[src/rtl/dtm_pkg.sv]
// Shared types and constants for the RISC-V JTAG debug transport module.
//   tap_state_t : the 16 IEEE 1149.1 TAP controller states
//   IR_*        : 5-bit instruction codes recognised by the DTM
//   dmi_op_t    : DMI request operation encoding
//   DMI_STAT_*  : sticky DMI status / response-op values
//   dr_sel_t    : which data register the current instruction selects
package dtm_pkg;

    typedef enum logic [3:0] {
        TAP_TLR,
        TAP_RTI,
        TAP_SEL_DR,
        TAP_CAP_DR,
        TAP_SHIFT_DR,
        TAP_EXIT1_DR,
        TAP_PAUSE_DR,
        TAP_EXIT2_DR,
        TAP_UPDATE_DR,
        TAP_SEL_IR,
        TAP_CAP_IR,
        TAP_SHIFT_IR,
        TAP_EXIT1_IR,
        TAP_PAUSE_IR,
        TAP_EXIT2_IR,
        TAP_UPDATE_IR
    } tap_state_t;

    localparam logic [4:0] IR_IDCODE = 5'h01;
    localparam logic [4:0] IR_DTMCS  = 5'h10;
    localparam logic [4:0] IR_DMI    = 5'h11;
    localparam logic [4:0] IR_BYPASS = 5'h1F;

    typedef enum logic [1:0] {
        DMI_NOP   = 2'd0,
        DMI_READ  = 2'd1,
        DMI_WRITE = 2'd2
    } dmi_op_t;

    localparam logic [1:0] DMI_STAT_OK     = 2'd0;
    localparam logic [1:0] DMI_STAT_FAILED = 2'd2;
    localparam logic [1:0] DMI_STAT_BUSY   = 2'd3;

    typedef enum logic [1:0] {
        DR_BYPASS,
        DR_IDCODE,
        DR_DTMCS,
        DR_DMI
    } dr_sel_t;

endpackage

[src/rtl/jtag_tap_fsm.sv]
// IEEE 1149.1 TAP controller state machine.
//   tck, trst_n  : TCK (rising edge) and async active-low TAP reset
//   tms          : mode select steering the 16-state graph
//   tlr          : controller is in Test-Logic-Reset
//   capture_*/shift_*/update_* : state decodes; the associated DR/IR action
//                  takes place on the rising TCK edge while the strobe is high
module jtag_tap_fsm
    import dtm_pkg::*;
(
    input  logic tck,
    input  logic trst_n,
    input  logic tms,
    output logic tlr,
    output logic capture_dr,
    output logic shift_dr,
    output logic update_dr,
    output logic capture_ir,
    output logic shift_ir,
    output logic update_ir
);

    tap_state_t state_q;
    tap_state_t state_d;

    always_comb begin
        state_d = state_q;
        case (state_q)
            TAP_TLR:       state_d = tms ? TAP_TLR      : TAP_RTI;
            TAP_RTI:       state_d = tms ? TAP_SEL_DR   : TAP_RTI;
            TAP_SEL_DR:    state_d = tms ? TAP_SEL_IR   : TAP_CAP_DR;
            TAP_CAP_DR:    state_d = tms ? TAP_EXIT1_DR : TAP_SHIFT_DR;
            TAP_SHIFT_DR:  state_d = tms ? TAP_EXIT1_DR : TAP_SHIFT_DR;
            TAP_EXIT1_DR:  state_d = tms ? TAP_UPDATE_DR : TAP_PAUSE_DR;
            TAP_PAUSE_DR:  state_d = tms ? TAP_EXIT2_DR : TAP_PAUSE_DR;
            TAP_EXIT2_DR:  state_d = tms ? TAP_UPDATE_DR : TAP_SHIFT_DR;
            TAP_UPDATE_DR: state_d = tms ? TAP_SEL_DR   : TAP_RTI;
            TAP_SEL_IR:    state_d = tms ? TAP_TLR      : TAP_CAP_IR;
            TAP_CAP_IR:    state_d = tms ? TAP_EXIT1_IR : TAP_SHIFT_IR;
            TAP_SHIFT_IR:  state_d = tms ? TAP_EXIT1_IR : TAP_SHIFT_IR;
            TAP_EXIT1_IR:  state_d = tms ? TAP_UPDATE_IR : TAP_PAUSE_IR;
            TAP_PAUSE_IR:  state_d = tms ? TAP_EXIT2_IR : TAP_PAUSE_IR;
            TAP_EXIT2_IR:  state_d = tms ? TAP_UPDATE_IR : TAP_SHIFT_IR;
            TAP_UPDATE_IR: state_d = tms ? TAP_SEL_DR   : TAP_RTI;
            default:       state_d = TAP_TLR;
        endcase
    end

    always_ff @(posedge tck or negedge trst_n) begin
        if (!trst_n) begin
            state_q <= TAP_TLR;
        end else begin
            state_q <= state_d;
        end
    end

    assign tlr        = (state_q == TAP_TLR);
    assign capture_dr = (state_q == TAP_CAP_DR);
    assign shift_dr   = (state_q == TAP_SHIFT_DR);
    assign update_dr  = (state_q == TAP_UPDATE_DR);
    assign capture_ir = (state_q == TAP_CAP_IR);
    assign shift_ir   = (state_q == TAP_SHIFT_IR);
    assign update_ir  = (state_q == TAP_UPDATE_IR);

endmodule

[src/rtl/dtm_jtag.sv]
// RISC-V debug transport module: JTAG TAP to DMI bridge, TCK domain only.
//   jtag_tck/trst_n/tms/tdi : board JTAG pins (trst_n async active-low)
//   jtag_tdo, jtag_tdo_en   : TDO and its enable, both updated on falling TCK
//   dmi_req_*               : one-outstanding request channel (valid/ready)
//   dmi_resp_*              : response channel; resp_op 0=ok, nonzero=failed
// Holds the IR, a shared DR shift register, dtmcs/dmi capture-update logic
// and the sticky DMI status tracking.
module dtm_jtag
    import dtm_pkg::*;
#(
    parameter int unsigned ABITS    = 7,
    parameter logic [31:0] IDCODE   = 32'h0000_0001,
    parameter int unsigned IR_WIDTH = 5,
    parameter logic [2:0]  IDLE     = 3'd1
) (
    input  logic             jtag_tck,
    input  logic             jtag_trst_n,
    input  logic             jtag_tms,
    input  logic             jtag_tdi,
    output logic             jtag_tdo,
    output logic             jtag_tdo_en,
    output logic             dmi_req_valid,
    input  logic             dmi_req_ready,
    output logic [ABITS-1:0] dmi_req_addr,
    output logic [31:0]      dmi_req_wdata,
    output logic [1:0]       dmi_req_op,
    input  logic             dmi_resp_valid,
    output logic             dmi_resp_ready,
    input  logic [31:0]      dmi_resp_rdata,
    input  logic [1:0]       dmi_resp_op
);

    localparam int unsigned DMI_W = ABITS + 34;

    localparam logic [IR_WIDTH-1:0] IR_IDCODE_W = IR_WIDTH'(IR_IDCODE);
    localparam logic [IR_WIDTH-1:0] IR_DTMCS_W  = IR_WIDTH'(IR_DTMCS);
    localparam logic [IR_WIDTH-1:0] IR_DMI_W    = IR_WIDTH'(IR_DMI);
    localparam logic [IR_WIDTH-1:0] IR_BYPASS_W = IR_WIDTH'(IR_BYPASS);

    logic tlr, capture_dr, shift_dr, update_dr, capture_ir, shift_ir, update_ir;

    jtag_tap_fsm u_tap (
        .tck        (jtag_tck),
        .trst_n     (jtag_trst_n),
        .tms        (jtag_tms),
        .tlr        (tlr),
        .capture_dr (capture_dr),
        .shift_dr   (shift_dr),
        .update_dr  (update_dr),
        .capture_ir (capture_ir),
        .shift_ir   (shift_ir),
        .update_ir  (update_ir)
    );

    logic [IR_WIDTH-1:0] ir_q, ir_d;
    logic [IR_WIDTH-1:0] ir_sh_q, ir_sh_d;
    logic [DMI_W-1:0]    dr_q, dr_d;
    logic                tdo_q, tdo_d;
    logic                tdo_en_q, tdo_en_d;

    logic [1:0]          dmistat_q, dmistat_d;
    logic                pending_q, pending_d;
    logic                discard_q, discard_d;
    logic                req_valid_q, req_valid_d;
    logic                resp_ready_q, resp_ready_d;
    logic [ABITS-1:0]    addr_q, addr_d;
    logic [31:0]         data_q, data_d;
    dmi_op_t             op_q, op_d;

    dr_sel_t             dr_sel;
    logic [31:0]         dtmcs_val;
    logic [1:0]          dmi_status;
    logic                busy;
    logic                req_fire;
    logic                resp_fire;
    logic                hardreset;
    logic [1:0]          upd_op;
    logic [31:0]         upd_data;
    logic [ABITS-1:0]    upd_addr;

    // Unknown instruction codes all fall back to BYPASS.
    always_comb begin
        case (ir_q)
            IR_IDCODE_W: dr_sel = DR_IDCODE;
            IR_DTMCS_W:  dr_sel = DR_DTMCS;
            IR_DMI_W:    dr_sel = DR_DMI;
            IR_BYPASS_W: dr_sel = DR_BYPASS;
            default:     dr_sel = DR_BYPASS;
        endcase
    end

    // A response still owed to a request dropped by hardreset keeps the
    // DMI busy so a second request cannot overlap it.
    assign busy       = pending_q || discard_q;
    assign dmi_status = busy ? DMI_STAT_BUSY : dmistat_q;
    assign dtmcs_val  = {11'b0, 3'd0, 2'b0, 1'b0, IDLE, dmistat_q, 6'(ABITS), 4'd1};

    assign upd_op   = dr_q[1:0];
    assign upd_data = dr_q[33:2];
    assign upd_addr = dr_q[DMI_W-1:34];

    assign req_fire  = req_valid_q && dmi_req_ready;
    assign resp_fire = dmi_resp_valid && resp_ready_q;

    // IR shift and active register
    always_comb begin
        ir_sh_d = ir_sh_q;
        if (capture_ir) begin
            ir_sh_d = IR_WIDTH'(2'b01);
        end else if (shift_ir) begin
            ir_sh_d = {jtag_tdi, ir_sh_q[IR_WIDTH-1:1]};
        end

        ir_d = ir_q;
        if (tlr) begin
            ir_d = IR_IDCODE_W;
        end else if (update_ir) begin
            ir_d = ir_sh_q;
        end
    end

    // One shift register serves every DR; TDI enters at the top bit of the
    // currently selected length so the LSB always sits at bit 0.
    always_comb begin
        dr_d = dr_q;
        if (capture_dr) begin
            case (dr_sel)
                DR_IDCODE: dr_d = DMI_W'(IDCODE | 32'h1);
                DR_DTMCS:  dr_d = DMI_W'(dtmcs_val);
                DR_DMI:    dr_d = {addr_q, data_q, dmi_status};
                default:   dr_d = '0;
            endcase
        end else if (shift_dr) begin
            case (dr_sel)
                DR_IDCODE, DR_DTMCS: begin
                    dr_d       = '0;
                    dr_d[31:0] = {jtag_tdi, dr_q[31:1]};
                end
                DR_DMI: dr_d = {jtag_tdi, dr_q[DMI_W-1:1]};
                default: begin
                    dr_d    = '0;
                    dr_d[0] = jtag_tdi;
                end
            endcase
        end
    end

    always_comb begin
        tdo_d    = 1'b0;
        if (shift_ir) begin
            tdo_d = ir_sh_q[0];
        end else if (shift_dr) begin
            tdo_d = dr_q[0];
        end
        tdo_en_d = shift_ir || shift_dr;
    end

    // DMI request/response and sticky status. Later assignments take
    // priority: a busy capture overrides a same-cycle failed response, and
    // hardreset overrides everything except the obligation to accept a
    // response the DM already owes.
    always_comb begin
        dmistat_d    = dmistat_q;
        pending_d    = pending_q;
        discard_d    = discard_q;
        req_valid_d  = req_valid_q;
        resp_ready_d = resp_ready_q;
        addr_d       = addr_q;
        data_d       = data_q;
        op_d         = op_q;
        hardreset    = tlr;

        if (resp_fire) begin
            resp_ready_d = 1'b0;
            discard_d    = 1'b0;
            if (!discard_q) begin
                pending_d = 1'b0;
                if (op_q == DMI_READ) begin
                    data_d = dmi_resp_rdata;
                end
                if (dmi_resp_op != 2'd0 && dmistat_q != DMI_STAT_BUSY) begin
                    dmistat_d = DMI_STAT_FAILED;
                end
            end
        end

        if (req_fire) begin
            req_valid_d  = 1'b0;
            resp_ready_d = 1'b1;
        end

        if (capture_dr && dr_sel == DR_DMI && busy) begin
            dmistat_d = DMI_STAT_BUSY;
        end

        if (update_dr && dr_sel == DR_DTMCS) begin
            if (dr_q[16]) begin
                dmistat_d = DMI_STAT_OK;
            end
            if (dr_q[17]) begin
                hardreset = 1'b1;
            end
        end

        // Requests are only launched from a clean status; a sticky error
        // silently drops them until the debugger clears it.
        if (update_dr && dr_sel == DR_DMI &&
            (upd_op == DMI_READ || upd_op == DMI_WRITE) &&
            dmistat_q == DMI_STAT_OK) begin
            if (busy) begin
                dmistat_d = DMI_STAT_BUSY;
            end else begin
                addr_d      = upd_addr;
                data_d      = upd_data;
                op_d        = dmi_op_t'(upd_op);
                pending_d   = 1'b1;
                req_valid_d = 1'b1;
            end
        end

        if (hardreset) begin
            req_valid_d = 1'b0;
            pending_d   = 1'b0;
            dmistat_d   = DMI_STAT_OK;
            if (resp_ready_d) begin
                discard_d = 1'b1;
            end
        end
    end

    always_ff @(posedge jtag_tck or negedge jtag_trst_n) begin
        if (!jtag_trst_n) begin
            ir_q         <= IR_IDCODE_W;
            ir_sh_q      <= '0;
            dr_q         <= '0;
            dmistat_q    <= DMI_STAT_OK;
            pending_q    <= 1'b0;
            discard_q    <= 1'b0;
            req_valid_q  <= 1'b0;
            resp_ready_q <= 1'b0;
            addr_q       <= '0;
            data_q       <= '0;
            op_q         <= DMI_NOP;
        end else begin
            ir_q         <= ir_d;
            ir_sh_q      <= ir_sh_d;
            dr_q         <= dr_d;
            dmistat_q    <= dmistat_d;
            pending_q    <= pending_d;
            discard_q    <= discard_d;
            req_valid_q  <= req_valid_d;
            resp_ready_q <= resp_ready_d;
            addr_q       <= addr_d;
            data_q       <= data_d;
            op_q         <= op_d;
        end
    end

    always_ff @(negedge jtag_tck or negedge jtag_trst_n) begin
        if (!jtag_trst_n) begin
            tdo_q    <= 1'b0;
            tdo_en_q <= 1'b0;
        end else begin
            tdo_q    <= tdo_d;
            tdo_en_q <= tdo_en_d;
        end
    end

    assign jtag_tdo       = tdo_q;
    assign jtag_tdo_en    = tdo_en_q;
    assign dmi_req_valid  = req_valid_q;
    assign dmi_req_addr   = addr_q;
    assign dmi_req_wdata  = data_q;
    assign dmi_req_op     = op_q;
    assign dmi_resp_ready = resp_ready_q;

endmodule

[config.mk]
export PLATFORM = sky130hd
export DESIGN_NAME = dtm_jtag
export DESIGN_NICKNAME = d
export VERILOG_FILES = /design/src/rtl/dtm_pkg.sv /design/src/rtl/jtag_tap_fsm.sv /design/src/rtl/dtm_jtag.sv
export SDC_FILE = /design/constraint.sdc
export NUM_CORES = 1
export LEC_CHECK = 0
export BUFFER_PORTS_ARGS = -buffer_cell sky130_fd_sc_hd__buf_2
export CAP_MARGIN = 30
export CORE_MARGIN = 10
export CORE_UTILIZATION = 25
export DETAILED_ROUTE_END_ITERATION = 8
export PLACE_DENSITY = 0.49
export SETUP_SLACK_MARGIN = 0.05
export SLEW_MARGIN = 5
export SYNTH_ARGS = -nofsm -noshare
export SYNTH_HDL_FRONTEND = slang
export SYNTH_HIERARCHICAL = 1
export SYNTH_SLANG_ARGS = --single-unit
[constraint.sdc]
create_clock -name jtag_tck -period 5 [get_ports jtag_tck]
set_clock_uncertainty 0.15 [all_clocks]
set_input_delay 1 -clock jtag_tck [delete_from_list [all_inputs] [get_ports jtag_tck]]
set_output_delay 1 -clock jtag_tck [all_outputs]
set_load 0.02 [all_outputs]
==> summary.log <==
[sta] Hold Fails Final Rpt 0
[sta] RSZ-0062 raised after global routing false
[floorplanning] Die Y 162.7 microns
[sta] hold slack 0.3477 ns
[power] peak supply drop 0.1821 mV
[cells_and_area] leading cell type in the layout, fill and taps excluded dfrtp_1
[floorplanning] area of the core 20,170 sq um
[logic_synthesis] register bit total from synthesis 104
[place] post-detail-place hpwl 9562 microns
[clock_tree] Resized cells post-CTS 0
[clock_tree] buffer cell driving the clock tree root clkbuf_16
[critical_path] required time worst endpoint 3.85 ns
[logic_synthesis] largest cells by area after synthesis dfrtp_1 (50%), mux2_1 (8.2%), mux2_2 (8.0%)
[detailed_routing] initial DRC count 198
[logic_synthesis] post-synthesis cell area 5092 sq um
[logic_synthesis] post-synthesis simple-gate area fraction 13.39%
[clock_tree] number of sinks on the clock net 104
[floorplanning] Initial Utilization 25.25%
[logic_synthesis] Post-Syn Area per Cell 11.02 sq um
[critical_path] type of the setup path with the least slack flip-flop to primary output
[clock_tree] deepest clock path buffer count 2
[detailed_routing] DRC violation count after routing 0
[cells_and_area] final cell utilization of the core 30.48%
[logic_synthesis] post-synthesis compound-gate area fraction 11.84%
[logic_synthesis] sequential area share after synthesis 51.13%
[floorplanning] Row Count 52
[sta] Max transition margin 46.32%
[logic_synthesis] proportion of synthesized flip-flops having asynchronous set or reset 100.0%
[logic_synthesis] number of standard cells after synthesis 462
[cells_and_area] fraction of layout instances using a drive strength above 1 29.70%
[logic_synthesis] Unique masters post-synth 53
[logic_synthesis] total of warnings raised by yosys 6
[sta] Setup WS post-layout 0.4363 ns
[power] power density of the placed cells 422.4 nW/um^2
[place] Port Buf Inserts 84
[clock_tree] register clock-pin slew on the reported worst setup and hold paths 0.07 ns
[cells_and_area] post-layout instance area 6147 sq um
[place] cell area reported after detailed placement 5793 sq um
[place] routability congestion estimate from global placement 0.7147
[critical_path] number of buffers and inverters on the critical path 1
[clock_tree] Max H-tree Level 3
[clock_tree] Post CTS Setup Buffer Count 0
[detailed_routing] vias post-DR 3,744
[logic_synthesis] adder and majority cell fraction of the synthesized area 0%
[critical_path] crit-path leading delay family flip-flops
[min_path] Tightest Hold Check Type flip-flop to flip-flop
[cells_and_area] antenna diode count 0
[critical_path] slowest CP cell dfrtn_1
[logic_synthesis] largest area contributor in the netlist dfrtp_1
[global_route] antenna violations before repair 0
[job] max-capacitance violation count 0
[cells_and_area] number of nets at the end of the flow 577
[detailed_routing] final WL 13,320 microns
[critical_path] nature of the critical path startpoint flip-flop
[logic_synthesis] area share of the largest cell type after synthesis 49.63%
[floorplanning] Boundary Pins 85
[sta] final-report setup violation count 0
[critical_path] highest net fanout along the worst path 1
[sta] number of max-slew violations in the final report 0
[global_route] vias in the first global route 3,878
[floorplanning] die outline area 26,480 sq um
[global_route] maximum number of pins on one net before global-route repair 55
[power] PnR Total Power 2.597 mW
[critical_path] sequence of cells on the critical path buf_2
[logic_synthesis] net count after synthesis 502
[critical_path] crit-path max cell delay 0.40 ns
[place] worst-case setup slack after placement 0.8257 ns
[cells_and_area] non-filler cells in the finished layout 812
[sta] total negative slack 0 ns
[detailed_routing] ratio of routed vias to standard cells 4.611
[status] outcome finished clean
[logic_synthesis] xor and xnor area share after synthesis 0.1720%
[logic_synthesis] Post-synth EDFFs 0
[logic_synthesis] dominant synthesized flop cell dfrtp_1
[detailed_routing] DR WL/cell 16.40 microns
[cells_and_area] signed area change from the synthesized netlist to the final layout 20.71%
[detailed_routing] drt pass-1 iters 4
[cells_and_area] commonest cells after routing, fill and taps aside dfrtp_1 (101), buf_2 (84), nand2_1 (58)
[floorplanning] Die Width 162.7 microns
[detailed_routing] Antenna Violating Nets Remaining 0
[critical_path] Critical Path Sink Type primary output
[logic_synthesis] dominant combinational cell family by area after synthesis multiplexers
[global_route] total grt overflow 0
[global_route] GRT Overall Usage 10.14%
[clock_tree] clock tree from TritonCTS yes
[critical_path] Arr. time, crit path 3.41 ns
[clock_tree] insertion delay to the later sink of the worst-skew pair 0.35 ns
[place] Placed Cells 796
[power] Pleak 3.091 nW
[sta] slew at the pin with the worst max-slew slack 0.8053 ns
[clock_tree] number of buffers added to fix hold violations after cts 0
[logic_synthesis] mux contribution to synthesized area 18.89%
[clock_tree] Inserted Clock Buffers 9
[global_route] global-route wire length before repair 21,450 microns
flip-flops by register name, indices dropped and copies added (netlist names):
| signal | count |
|---|---|
| dr_q | 41 |
| dmi_req_wdata | 32 |
| dmi_req_addr | 7 |
| ir_q | 5 |
| ir_sh_q | 5 |
| u_tap/state_q | 4 |
| dmi_req_op | 2 |
| dmistat_q | 2 |
| discard_q | 1 |
| dmi_req_valid | 1 |
| dmi_resp_ready | 1 |
| jtag_tdo | 1 |
| jtag_tdo_en | 1 |
| pending_q | 1 |
tightest hold or removal path, cell delays in order, from the launching register on:
cell and delay, ns:
dfrtp_1 0.37, nand2_1 0.05, nand2_1 0.05
cell families after synthesis:
| family | count (synthesis) |
|---|---|
| simple gates | 139 |
| flops | 104 |
| compound gates | 91 |
| mux | 87 |
| buf+inv | 40 |
| xor+xnor | 1 |
report_power, final:
| group | total, mW | leakage (nW) | switching, mW | internal (mW) |
|---|---|---|---|---|
| registers | 1.13 | 1.42 | 0.162 | 0.967 |
| clock network | 0.830 | 0.169 | 0.325 | 0.506 |
| logic | 0.637 | 1.50 | 0.393 | 0.244 |
| total | 2.60 | 3.09 | 0.879 | 1.72 |
synthesized netlist by cell type (all sizes together) (5+ instances only):
cell    instances
buf            19
mux2i          14
a22oi          24
o21ai          24
nor3            5
a21oi           7
mux2           73
nor2           28
clkbuf         13
nor2b          16
nand3          11
nand2          58
dfrtp         101
inv             8
a31oi          15
path summary, 6_finish.rpt:
kind	start	endpoint	slack, ns	cells after the start
worst max-delay path	jtag_tdo_en	jtag_tdo_en	0.44	1
worst min-delay path	dr_q[15]	dr_q[15]	0.35	2
worst max register to register	u_tap/state_q[2]	jtag_tdo_en	0.85	4
worst min register to register	dr_q[15]	dr_q[15]	0.35	2
max in group asynchronous	jtag_trst_n	jtag_tdo	1.90	1
min in group asynchronous	jtag_trst_n	dr_q[36]	0.64	2
cell type report:
cell class              instances  area [sq um]
clock buffers                  10         239.0
clock inverters                 6         115.1
fillers                      2127         14020
inverters                       8         30.03
multi-input cells             318          2283
flip-flops and latches        104          2604
well taps                     270         337.8
repair buffers                 96         538.0
routing by layer:
metal / vias up / global-route usage [%] / part of all wire [%]
met5: - / 0 / 0
met4: 0 / 2.951 / 1.2
met3: 15 / 2.882 / 5.2
met2: 83 / 17.27 / 51
met1: 1847 / 12.17 / 43
li1: 1799 / - / -
Note: power is estimated with default switching activity, not from simulation.
